## src/rtl/counter_sched_pkg.sv

```systemverilog
// Shared sizes and FSM state encoding for the counter load scheduler.
package counter_sched_pkg;
  localparam int NUM_REQ = 4;
  localparam int CNT_W   = 4;
  localparam int IDX_W   = $clog2(NUM_REQ);

  typedef enum logic [1:0] {
    IDLE = 2'd0,
    LOAD = 2'd1,
    HOLD = 2'd2
  } state_e;
endpackage

```

## src/rtl/counter_load_sched_rr_arbiter.sv

```systemverilog
// Combinational round-robin pick: search starts one past last_owner_i and wraps.
module rr_arbiter
  import counter_sched_pkg::*;
(
  input  logic [NUM_REQ-1:0] req_i,
  input  logic [IDX_W-1:0]   last_owner_i,
  output logic [NUM_REQ-1:0] gnt_o,
  output logic [IDX_W-1:0]   idx_o,
  output logic               vld_o
);

  always_comb begin
    idx_o = '0;
    vld_o = 1'b0;
    // Walk from lowest to highest priority so the highest-priority hit is written last.
    for (int i = NUM_REQ; i >= 1; i--) begin
      if (req_i[IDX_W'(last_owner_i + IDX_W'(i))]) begin
        idx_o = IDX_W'(last_owner_i + IDX_W'(i));
        vld_o = 1'b1;
      end
    end
    gnt_o = vld_o ? (NUM_REQ'(1) << idx_o) : '0;
  end

endmodule

```

## src/rtl/counter_load_sched.sv

```systemverilog
// Grants one requester at a time the right to load a shared counter, then holds off for HOLD_CYCLES.
// Outputs are registered from the FSM state, so load_o appears one cycle after the LOAD state is entered.
module counter_load_sched
  import counter_sched_pkg::*;
#(
  parameter int unsigned HOLD_CYCLES = 4
) (
  input  logic                     clk,
  input  logic                     reset_n,
  input  logic [NUM_REQ-1:0]       req_i,
  input  logic [NUM_REQ*CNT_W-1:0] load_vals_i,
  output logic [NUM_REQ-1:0]       gnt_o,
  output logic                     load_o,
  output logic [CNT_W-1:0]         load_val_o,
  output logic [IDX_W-1:0]         owner_o,
  output logic                     busy_o
);

  localparam logic [CNT_W-1:0] HOLD_INIT = CNT_W'(HOLD_CYCLES - 1);

  state_e               state_q, state_d;
  logic [CNT_W-1:0]     hold_cnt_q, hold_cnt_d;
  logic [IDX_W-1:0]     last_owner_q, last_owner_d;
  logic [IDX_W-1:0]     win_idx_q, win_idx_d;
  logic [NUM_REQ-1:0]   win_gnt_q, win_gnt_d;
  logic [CNT_W-1:0]     win_val_q, win_val_d;

  logic [NUM_REQ-1:0]   gnt_q, gnt_d;
  logic                 load_q, load_d;
  logic [CNT_W-1:0]     load_val_q, load_val_d;
  logic [IDX_W-1:0]     owner_q, owner_d;
  logic                 busy_q, busy_d;

  logic [NUM_REQ-1:0]   arb_gnt;
  logic [IDX_W-1:0]     arb_idx;
  logic                 arb_vld;

  rr_arbiter u_rr_arbiter (
    .req_i        (req_i),
    .last_owner_i (last_owner_q),
    .gnt_o        (arb_gnt),
    .idx_o        (arb_idx),
    .vld_o        (arb_vld)
  );

  always_comb begin
    state_d      = state_q;
    hold_cnt_d   = hold_cnt_q;
    last_owner_d = last_owner_q;
    win_idx_d    = win_idx_q;
    win_gnt_d    = win_gnt_q;
    win_val_d    = win_val_q;
    unique case (state_q)
      IDLE: begin
        if (arb_vld) begin
          state_d      = LOAD;
          win_idx_d    = arb_idx;
          win_gnt_d    = arb_gnt;
          win_val_d    = load_vals_i[int'(arb_idx)*CNT_W +: CNT_W];
          last_owner_d = arb_idx;
        end
      end
      LOAD: begin
        state_d    = HOLD;
        hold_cnt_d = HOLD_INIT;
      end
      HOLD: begin
        if (hold_cnt_q == '0) begin
          state_d = IDLE;
        end else begin
          hold_cnt_d = hold_cnt_q - 1'b1;
        end
      end
      default: state_d = IDLE;
    endcase
  end

  // Output stage mirrors the current state one cycle later; value and owner persist outside LOAD.
  always_comb begin
    load_d     = (state_q == LOAD);
    gnt_d      = (state_q == LOAD) ? win_gnt_q : '0;
    load_val_d = (state_q == LOAD) ? win_val_q : load_val_q;
    owner_d    = (state_q == LOAD) ? win_idx_q : owner_q;
    busy_d     = (state_q != IDLE);
  end

  always_ff @(posedge clk or negedge reset_n) begin
    if (!reset_n) begin
      state_q      <= IDLE;
      hold_cnt_q   <= '0;
      last_owner_q <= IDX_W'(NUM_REQ - 1);
      win_idx_q    <= '0;
      win_gnt_q    <= '0;
      win_val_q    <= '0;
      gnt_q        <= '0;
      load_q       <= 1'b0;
      load_val_q   <= '0;
      owner_q      <= '0;
      busy_q       <= 1'b0;
    end else begin
      state_q      <= state_d;
      hold_cnt_q   <= hold_cnt_d;
      last_owner_q <= last_owner_d;
      win_idx_q    <= win_idx_d;
      win_gnt_q    <= win_gnt_d;
      win_val_q    <= win_val_d;
      gnt_q        <= gnt_d;
      load_q       <= load_d;
      load_val_q   <= load_val_d;
      owner_q      <= owner_d;
      busy_q       <= busy_d;
    end
  end

  assign gnt_o      = gnt_q;
  assign load_o     = load_q;
  assign load_val_o = load_val_q;
  assign owner_o    = owner_q;
  assign busy_o     = busy_q;

endmodule

```

## config.mk

```make
export PLATFORM = sky130hd
export DESIGN_NAME = counter_load_sched
export DESIGN_NICKNAME = d
export VERILOG_FILES = /design/src/rtl/counter_sched_pkg.sv /design/src/rtl/counter_load_sched_rr_arbiter.sv /design/src/rtl/counter_load_sched.sv
export SDC_FILE = /design/constraint.sdc
export NUM_CORES = 1
export LEC_CHECK = 0
export CORE_MARGIN = 2
export CORE_UTILIZATION = 40
export DETAILED_ROUTE_END_ITERATION = 7
export PLACE_DENSITY = 0.65
export SYNTH_ARGS = -nofsm -noshare
export SYNTH_HDL_FRONTEND = slang
export SYNTH_SLANG_ARGS = --single-unit
```

## constraint.sdc

```tcl
create_clock -name clk -period 2.7 [get_ports clk]
set_clock_uncertainty 0.15 [all_clocks]
set_input_delay 0.54 -clock clk [delete_from_list [all_inputs] [get_ports clk]]
set_output_delay 0.54 -clock clk [all_outputs]
set_load 0.01 [all_outputs]
```

### After elaboration in Yosys (flattened, before gate mapping)

Index checks and enable logic that the tools add are counted.

* bits in registers: 30
* bits of input ports: 22
* word-level logic and storage cells: 55

* eq/ne operators: 5
* reduce and logical (&&, ||, !) cells: 7
* add/sub/neg operators: 4
* order comparisons: 4
* shift operators: 2
* multiplexer cells: 22

Operators with widths (count)
* $shiftx A16 B5 Y4: 1
* $lt A2 B3 Y1 const B: 4
* $mux W2: 6
* $bmux W1 S2: 4
* $mux W1: 8
* $mux W4: 2
* $pmux W4 S2: 1
* $ne A2 B2 Y1 const B: 3
* $pmux W2 S3: 1
* $reduce_and A2 Y1: 3
* $add A2 B2 Y2 const B: 2
* $logic_not A4 Y1: 1
* $reduce_bool A2 Y1: 2
* $shl A1 B2 Y4 const A: 1
* $sub A4 B1 Y4 const B: 1
* $add A2 B1 Y2 const B: 1
* $eq A2 B1 Y1 const B: 1
* $eq A2 B2 Y1 const B: 1
* $logic_not A2 Y1: 1

### Logic depth before layout (Yosys ltp)

Gate-level depths: netlist of the first run.

* word-level depth: 8
* gate-level depth with buffers: 7
* gate-level depth less buffers: 7

### By module

Synthesis of the first run repeated with hierarchy kept, for this count alone.

* cells, all modules: 135
* area total of the unflattened synthesis: 1519.0 µm²

By module, submodules not included
* counter_load_sched: instances 1, area an instance 1341.3 µm², cells an instance 107
* rr_arbiter: instances 1, area an instance 177.7 µm², cells an instance 28

### Worst setup path before layout of the first run

No wires, ideal clock.

* path type: reg-to-reg
* from: register last_owner_q[0]
* to: register win_val_q[2]
* data arrival time: 1.580 ns
* clock period less this slack: 1.859 ns
* cell stages (with the launch flop): 7
* data required time: 2.421 ns
* buffers on the path: 1
* path slack: 0.841 ns
* path through: dfstp_2 nand2b_2 o21ai_2 a211oi_4 buf_6 mux2i_1 o211ai_2

* longest elaborated chain between the ends: 7
* elaborated cells on any way between the ends: 21
* classes of those cells: 3 x add/sub; 1 x shift; 16 x mux; 1 x reduce/logical

RTL lines
* from (decl): RTL line counter_load_sched.sv:23 `logic [IDX_W-1:0] last_owner_q, last_owner_d;`
* from (signal assigned): RTL line counter_load_sched.sv:91 `last_owner_q <= IDX_W'(NUM_REQ - 1);`
* from (signal assigned): RTL line counter_load_sched.sv:103 `last_owner_q <= last_owner_d;`
* $add A2 B2 Y2 or $bmux W1 S2 (tied branches): RTL line counter_load_sched_rr_arbiter.sv:17, counter_load_sched_rr_arbiter.sv:18
* $bmux W1 S2 or $mux W1 (tied branches): RTL line counter_load_sched_rr_arbiter.sv:17 `if (req_i[IDX_W'(last_owner_i + IDX_W'(i))]) begin`
* $mux W1 (implied by the code) or $mux W2 (tied branches): RTL line counter_load_sched_rr_arbiter.sv:17
* $mux W2 or $mux W1 (tied branches) (3 in a row): RTL line counter_load_sched_rr_arbiter.sv:17
* $shiftx A16 B5 Y4 or $reduce_and A2 Y1 (tied branches)
* to (signal assigned): RTL line counter_load_sched.sv:106 `win_val_q <= win_val_d;`
* to (decl): RTL line counter_load_sched.sv:26 `logic [CNT_W-1:0] win_val_q, win_val_d;`

Several ways; a longest one is shown, not always the timed one. The select of a mux whose other input is x is not followed.
A chain may end at the register's enable or synchronous reset.

### Worst setup path after layout of the first run

* from: input port req_i[1]
* to: register win_val_q[1]

* longest elaborated chain between the ends: 7
* elaborated cells on any way between the ends: 18
* classes of those cells: 1 x shift; 16 x mux; 1 x reduce/logical

RTL lines
* from (decl): RTL line counter_load_sched.sv:10 `input logic [NUM_REQ-1:0] req_i,`
* $bmux W1 S2: RTL line counter_load_sched_rr_arbiter.sv:17
* $mux W1 (implied by the code): RTL line counter_load_sched_rr_arbiter.sv:17
* $mux W2 or $mux W1 (tied branches) (4 in a row): RTL line counter_load_sched_rr_arbiter.sv:17
* $shiftx A16 B5 Y4 or $reduce_and A2 Y1 (tied branches)

Several ways; a longest one is shown, not always the timed one. The select of a mux whose other input is x is not followed.

==> impl_metrics.toml, run 1 <==
[status]
status = "completed"

[timing]
finalHoldViolCount = 0
setup_viol = 0
worst_pin_slew_ns = 0.4603
slew_violations = 0
fin_tns_setup_ns = 0
max_freq_ghz = 0.4565
relSlewSlack = 0.6932
period_needed_ns = 2.191
rsz0062_at_grt = "no"
post-route-period-util = 0.8114

[logic_synthesis]
synth_top_area_frac = 0.5166
ys_async_sr_fraction = 1.000
yosysSeqAreaShare = 0.5554
yosysTopAreaCell = "dfrtp_1"
synth_cell_types = 35
mappedNetlistArea_um2 = 1356
synth_enable_flop_cells = 0
synth-seq-cells = 30
synthTopCellsByArea = "dfrtp_1, mux2_2, dfstp_2"
avgSynthCellArea_um2 = 11.40
syn_nets = 142
synth_ff_type = "dfrtp_1"
yosysWarnings = 0
synthCells = 119

[run]
max_cap_viol_count = 0

[worst_setup_path]
path_delay_family = "compound AO/OA/AOI/OAI gates"
path_buf_inv = 1
critPathCaptureType = "register"
crit_start = "req_i[1]"
critPathKind = "in -> reg"
cpPeakStageDelay_ns = 0.49
worstPathCellList = "clkdlybuf4s50_1, or2_1, a311oi_2, nand3_1, mux2_2, o211ai_1"
critPathArrivalTime_ns = 2.28
required_ns = 2.79
r2r_start = "last_owner_q[0]"
start_kind = "primary input"
cp_max_fo = 6
cp_slowest_cell = "clkdlybuf4s50_1"

[clocking]
cts-htree-levels = 2
hold_buffers = 0
cts_max_path_buffers = 2
clock-sinks = 30
path_clk_slew_ns = 0.09
cts_made_buffers = 5
clockRootBuffer = "clkbuf_4"
ctsResizeCount = 0
cts_setup_buffers = 0
clock_latency_ns = 0.32
cts_tree = "yes"

[power_and_ir_drop]
power_frac_seq = 0.412
leakage_nw = 0.7992
combPwrFrac = 0.460
power_mw = 1.870
max-vdd-ir-drop_mv = 0.4076
switching_share = 0.3601
internal_power_mw = 1.196
powerDensity_nw_per_um2 = 1035
switchingPower_mw = 0.6732
clock_power_share = 0.129

[global_routing]
grt.total_usage = 0.1532
grt_max_degree = 31
grt_pass1_vias = 1044
grt_pass1_wl_um = 4567
antenna_found_initial = 0
grt.overflow.total = 0

[route]
wl_um = 2689
drt_first_pass_iters = 4
wl_per_cell_um = 13.05
drt_iter0_markers = 31
via_count = 1031
route.detailed.drc = 0
viasPerCell = 5.005
drtAntennaViolNets = 0

[place]
hpwlAfterDp_um = 2015
placed_area_um2 = 1759
port_buffers = 33
placed_cells = 199
routabilityCongestion = 0.8294

[floorplanning]
die_area_um2 = 3873
die_x_um = 62.23
initial_core_util = 0.4130
core_area_um2 = 3284
rows = 21
die_h_um = 62.23
num_io_pins = 34

[final_layout]
area_growth_pct = 33.21
antenna_cells = 0
nets = 183
final_area_um2 = 1807
layout.cells.non_filler = 206
drive_above_1_share = 0.1750

[worst_hold_path]
hold_path_class = "reg -> reg"
hold_path.startpoint = "win_gnt_q[0]"
==> worst paths after layout <==
path | end | slack [ns] | cells past startpoint
max | win_val_q[1] | 0.51 | 6
min | win_gnt_q[0] | 0.33 | 2
max reg2reg | win_val_q[1] | 0.75 | 6
min reg2reg | win_gnt_q[0] | 0.33 | 2
max in group asynchronous | last_owner_q[0] | 1.65 | 2
min in group asynchronous | load_val_o[2] | 0.44 | 2
==> power by group through the flow <==
| stage | combinational [mW] | clock, mW | sequential [mW] |
|---|---|---|---|
| 5_1_grt | 0.949 | 0.267 | 0.795 |
| 3_3_place_gp | 0.853 | 0 | 0.770 |
| 3_5_place_dp | 0.869 | 0 | 0.779 |
| 4_1_cts | 0.870 | 0.250 | 0.771 |
| 2_1_floorplan | 0.536 | 0 | 0.786 |
| 6_report | 0.860 | 0.240 | 0.769 |
==> per-layer routing <==
metal | GRT usage | share of wire | vias up
met5 | 0 | 0 | -
met2 | 0.2582 | 0.49 | 38
met1 | 0.1740 | 0.44 | 487
met4 | 0.07500 | 0.020 | 0
met3 | 0.05254 | 0.055 | 5
li1 | - | - | 501
==> area by class of cell <==
type,instances,area (um^2)
Clock buffer,5,37.54
Clock inverter,2,10.01
Fill cell,296,1478
Inverter,7,26.28
Multi-Input combinational cell,78,554.3
Sequential cell,30,753.2
Tap cell,46,57.56
Timing Repair Buffer,38,367.9
==> cells by family after synthesis <==
kind of cell / synth area share
adder cells (fa/ha/maj): 0.009224
AO/OA/AOI/OAI: 0.1522
flip-flops: 0.5553
XOR/XNOR: 0.006459
buffers and inverters: 0.03597
AND/OR/NAND/NOR: 0.1448
multiplexers: 0.09594
==> through the flow <==
stage	setup WS (ns)	hold WS, ns	utilization
CTS	0.5526	0.3445	0.5501
finish	0.5093	0.3343	0.5501
global placement	0.2861	0.3106	0.5356
global route	0.4227	0.3631	0.5501
detailed placement	0.2064	0.3228	0.5356
floorplan	0.8408	0.09441	-
==> flip-flops by register name, summed over array words and instances, names as in the netlist <==
name and count:
state_q 2, owner_o 2, gnt_o 4, win_gnt_q 4
last_owner_q 2, hold_cnt_q 4, win_val_q 4, load_val_o 4
load_o 1, win_idx_q 2, busy_o 1
==> cells in the mapped netlist, drive strengths merged, types with 2 or more instances <==
library cell   n
mux2i          4
clkbuf         3
a22o           3
nor3           4
dfstp          2
o21ai          4
nor2           9
a2bb2oi        2
and2           4
nand2b         4
a21oi          6
a21o           3
mux2           8
o211ai         4
inv            6
nand3          8
nand2          6
dfrtp         28
==> placed cells by master, fill, tap and decap left out, types with 3 or more instances in the layout <==
cell type        synthesis  routed
clkbuf_4                 0       5
a22o_1                   3       3
mux2_2                   6       6
nand2b_1                 3       3
nor2_1                   9       9
nor3_1                   4       4
a21o_1                   3       3
nand3_1                  8       8
clkdlybuf4s50_1          0      33
o21ai_1                  3       3
a21oi_1                  6       6
inv_1                    4       4
dfrtp_1                 28      28
mux2i_1                  4       4
o211ai_1                 3       3
buf_4                    0       5
and2_1                   4       4
nand2_1                  6       6
==> tightest hold or removal path: stages, from the launching register on <==
cell and delay [ns]:
dfrtp_1 0.35, nand2_1 0.04, o21ai_1 0.06
Power figures use the tool's default switching activity.
==> run 2, diff against run 1 <==
Clock period 2.7 ns to 2.1 ns, I/O delays scaled along.
==> impl_metrics.toml, run 2 (synthesis results as in run 1) <==
[timing]
post-route-period-util = 0.9385
relSlewSlack = 0.7043
setup_viol = 0
rsz0062_at_grt = "no"
max_freq_ghz = 0.5074
worst_slack_ns = 0.1292
period_needed_ns = 1.971
slew_violations = 0
worst_pin_slew_ns = 0.4435
finalHoldViolCount = 0

[worst_hold_path]
hold_path_class = "in -> async"

[place]
port_buffers = 33
placed_area_um2 = 1817
hpwlAfterDp_um = 2189
routabilityCongestion = 0.8034
pre_cts_slack_ns = -0.1790

[clocking]
cts_tree = "yes"
cts_setup_buffers = 0
hold_buffers = 0
cts_max_path_buffers = 2
ctsResizeCount = 0
cts-htree-levels = 2
path_clk_slew_ns = 0.10
clock_latency_ns = 0.34
cts_made_buffers = 5
clock-sinks = 30
clockRootBuffer = "clkbuf_4"

[final_layout]
final_common_cell = "clkdlybuf4s50_1"
multi_input_area_um2 = 554.3
area_growth_pct = 38.38
drive_above_1_share = 0.2036
final_cell_mix = "clkdlybuf4s50_1, dfrtp_1, buf_4"
antenna_cells = 0
fill_cells = 310
regArea_um2 = 753.2
fin_util = 0.5714
nets = 189
final_area_um2 = 1877

[global_routing]
grt_pass1_wl_um = 5078
grt.busiest_layer = "met2"
grt_pass1_vias = 1137
grt.total_usage = 0.1698
met3_usage = 0.04891
antenna_found_initial = 0
grt.overflow.total = 0
grt_max_degree = 31
gr-usage-met1 = 0.1853
grtUsageMet2 = 0.3043

[floorplanning]
num_io_pins = 34
rows = 21
die_x_um = 62.23
initial_core_util = 0.4130
die_area_um2 = 3873
core_area_um2 = 3284
die_h_um = 62.23

[worst_setup_path]
required_ns = 2.20
critPathArrivalTime_ns = 2.07
path_depth = 7
path_delay_family = "buffers and inverters"
cp_max_fo = 6
start_kind = "primary input"
critPathCaptureType = "register"
worstPathCellList = "clkdlybuf4s50_1, or2_1, a311oi_2, buf_4, nand3_1, mux2_2, o211ai_1"
cpPeakStageDelay_ns = 0.49
reg2reg_depth = 6
path_buf_inv = 2
critPathKind = "in -> reg"
cp_slowest_cell = "clkdlybuf4s50_1"

[route]
drtAntennaViolNets = 0
drt_first_pass_iters = 4
drt_iter0_markers = 43
viasPerCell = 5.005
wl_per_cell_um = 13.48
route.detailed.drc = 0
via_count = 1066
wl_um = 2871

[power_and_ir_drop]
leakage_nw = 0.8381
powerDensity_nw_per_um2 = 1365
max-vdd-ir-drop_mv = 0.5611
power_mw = 2.562

[run]
max_cap_viol_count = 0

[status]
status = "completed"
run 2: per-layer routing:
| metal | part of all wire | vias up | wire [um] |
|---|---|---|---|
| li1 | - | 514 | - |
| met4 | 0.019 | 0 | 55 |
| met1 | 0.41 | 519 | 1181 |
| met3 | 0.054 | 5 | 155 |
| met5 | 0 | - | 0 |
| met2 | 0.52 | 28 | 1479 |
run 2: final timing paths:
kind,startpoint,to,slack (ns)
max in group asynchronous,reset_n,last_owner_q[1],1.17
max,req_i[1],win_val_q[3],0.13
min,reset_n,hold_cnt_q[3],0.30
max reg2reg,last_owner_q[0],win_val_q[3],0.18
min in group clk,win_gnt_q[2],gnt_o[2],0.33
min reg2reg,win_gnt_q[2],gnt_o[2],0.33
run 2: area by class of cell:
class / instances / share of cell area
inverters: 7 / 0.01400
multi-input cells: 78 / 0.2953
repair buffers: 44 / 0.2267
flip-flops and latches: 30 / 0.4013
clock inverters: 1 / 0.002667
clock buffers: 7 / 0.02933
well taps: 46 / 0.03067
run 2: power breakdown:
part	internal (mW)	switching, mW	leakage [nW]
logic	0.664	0.552	0.433
registers	0.839	0.145	0.370
clock network	0.162	0.200	0.0353
run 2: stage by stage:
step / cells / hold WS (ns) / TNS, ns
final: 213 / 0.3044 / 0
after global routing: 213 / 0.3232 / 0
after CTS: 213 / 0.3235 / 0
after detailed placement: 205 / 0.3164 / -0.8827
after global placement: 205 / 0.3087 / -0.4500
after floorplan: 119 / -0.02559 / 0
run 2: worst register-to-register path, cell delays in order, from the launching register on:
cell	delay, ns
dfstp_2	0.56
nand2b_2	0.16
o21ai_2	0.08
a211oi_4	0.27
buf_12	0.18
mux2_2	0.34
o211ai_1	0.09
==> run 3, diff against run 2 <==
Settings changed: DONT_BUFFER_PORTS from default to 1, PLACE_DENSITY 0.65 to 0.52, RECOVER_POWER from default to 100.
==> impl_metrics.toml, run 3 (synthesis results as in run 1) <==
[clocking]
clock_latency_ns = 0.33
cts-htree-levels = 2
clock-sinks = 30
cts_max_path_buffers = 2
cts_setup_buffers = 0
cts_tree = "yes"
clockRootBuffer = "clkbuf_4"
path_clk_slew_ns = 0.09
hold_buffers = 2
cts_made_buffers = 5
ctsResizeCount = 0

[timing]
fin_tns_setup_ns = 0
worst_pin_slew_ns = 0.7240
max_freq_ghz = 0.5196
rsz0062_at_grt = "no"
period_needed_ns = 1.925
setup_viol = 0
relSlewSlack = 0.5173
finalHoldViolCount = 0
slew_violations = 0
post-route-period-util = 0.9165

[global_routing]
gr-usage-met1 = 0.1908
grt.overflow.total = 0
met3_usage = 0.05616
grt.busiest_layer = "met2"
grt_pass1_vias = 995
grt.total_usage = 0.1553
grt_pass1_wl_um = 4643
grtUsageMet2 = 0.2432
grt_max_degree = 31
antenna_found_initial = 0

[route]
viasPerCell = 5.028
drt_iter0_markers = 40
wl_um = 2591
drtAntennaViolNets = 0
route.detailed.drc = 0
via_count = 890
drt_first_pass_iters = 4
wl_per_cell_um = 14.64

[final_layout]
antenna_cells = 0
fill_cells = 318
nets = 154
multi_input_area_um2 = 554.3
final_area_um2 = 1501
regArea_um2 = 753.2
drive_above_1_share = 0.1756
final_cell_mix = "dfrtp_1, nor2_1, nand3_1"
area_growth_pct = 10.70
final_common_cell = "dfrtp_1"

[worst_setup_path]
critPathCaptureType = "register"
cp_max_fo = 15
r2r_start = "last_owner_q[0]"
reg2reg_to = "win_val_q[3]"
cpPeakStageDelay_ns = 0.57
cp_slowest_cell = "dfstp_1"
crit_start = "last_owner_q[0]"
worstPathCellList = "nand2b_2, o21ai_2, a211oi_4, buf_12, mux2_2, o211ai_1"
critPathKind = "reg -> reg"
start_kind = "register"
critPathArrivalTime_ns = 2.01
reg2reg_slack_ns = 0.18
required_ns = 2.19
reg2reg_depth = 6

[worst_hold_path]
hold_path_class = "in -> reg"
hold_depth = 2
hold_path.startpoint = "load_vals_i[10]"
hold_path_end = "win_val_q[2]"

[floorplanning]
die_h_um = 62.23
num_io_pins = 34
core_area_um2 = 3284
die_area_um2 = 3873
rows = 21
initial_core_util = 0.4130
die_x_um = 62.23

[place]
hpwlAfterDp_um = 1923
routabilityCongestion = 0.7486
port_buffers = 0
placed_area_um2 = 1456

[power_and_ir_drop]
max-vdd-ir-drop_mv = 0.5664
powerDensity_nw_per_um2 = 1485
leakage_nw = 0.6724

[status]
status = "completed"

[run]
max_cap_viol_count = 0
==> run 3: cell types whose count changed in the layout (fill, tap and decap cells not counted), moves of 2 or more <==
cell,change
o21ai_0,+3
clkbuf_1,+5
and2_1,-2
buf_4,-8
clkdlybuf4s50_1,-33
and2_0,+2
o21ai_1,-3
==> run 3: area by class of cell <==
cell class              instances  share of cell area
clock buffers                   7             0.03000
inverters                       7             0.01750
multi-input cells              78              0.3692
flip-flops and latches         30              0.5017
well taps                      46             0.03833
repair buffers                  9             0.04333
==> run 3: worst max-delay path: cells and delay by family (launching register included) <==
family | cells | cell delay [ns]
DFF | 1 | 0.57
AOI/OAI and AO/OA | 3 | 0.43
muxes | 1 | 0.33
buffers and inverters | 1 | 0.18
and+or+nand+nor | 1 | 0.17
==> run 3: where the power goes <==
| group | internal, mW | total (mW) | switching (mW) |
|---|---|---|---|
| registers | 0.838 | 1.03 | 0.196 |
| logic | 0.426 | 0.888 | 0.461 |
| clock network | 0.126 | 0.309 | 0.183 |
==> run 3: worst max-delay path by stage <==
stage               cells past startpoint           end
finish                                  6  win_val_q[3]
global route                            6  win_val_q[3]
CTS                                     6  win_val_q[1]
detailed placement                      5  win_val_q[1]
global placement                        5  win_val_q[3]
floorplan                               6  win_val_q[2]
==> run 3: stage by stage <==
stage          total power, mW  setup WS (ns)  cells  utilization  hold slack [ns]
2_1_floorplan            1.699         0.2408    119            -         -0.02559
3_3_place_gp             1.945         0.2469    168       0.4434         -0.02481
3_5_place_dp             1.980         0.1998    168       0.4434         -0.02471
4_1_cts                  2.312         0.1812    177       0.4663          0.08305
5_1_grt                  2.441        0.05534    177       0.4571          0.09522
6_report                 2.230         0.1754    177       0.4571          0.09914
==> run 3: layer usage <==
layer | wire, um | part of all wire | vias up
li1 | - | - | 443
met1 | 1168 | 0.45 | 417
met2 | 1212 | 0.47 | 24
met3 | 154 | 0.059 | 6
met4 | 55 | 0.021 | 0
met5 | 0 | 0 | -
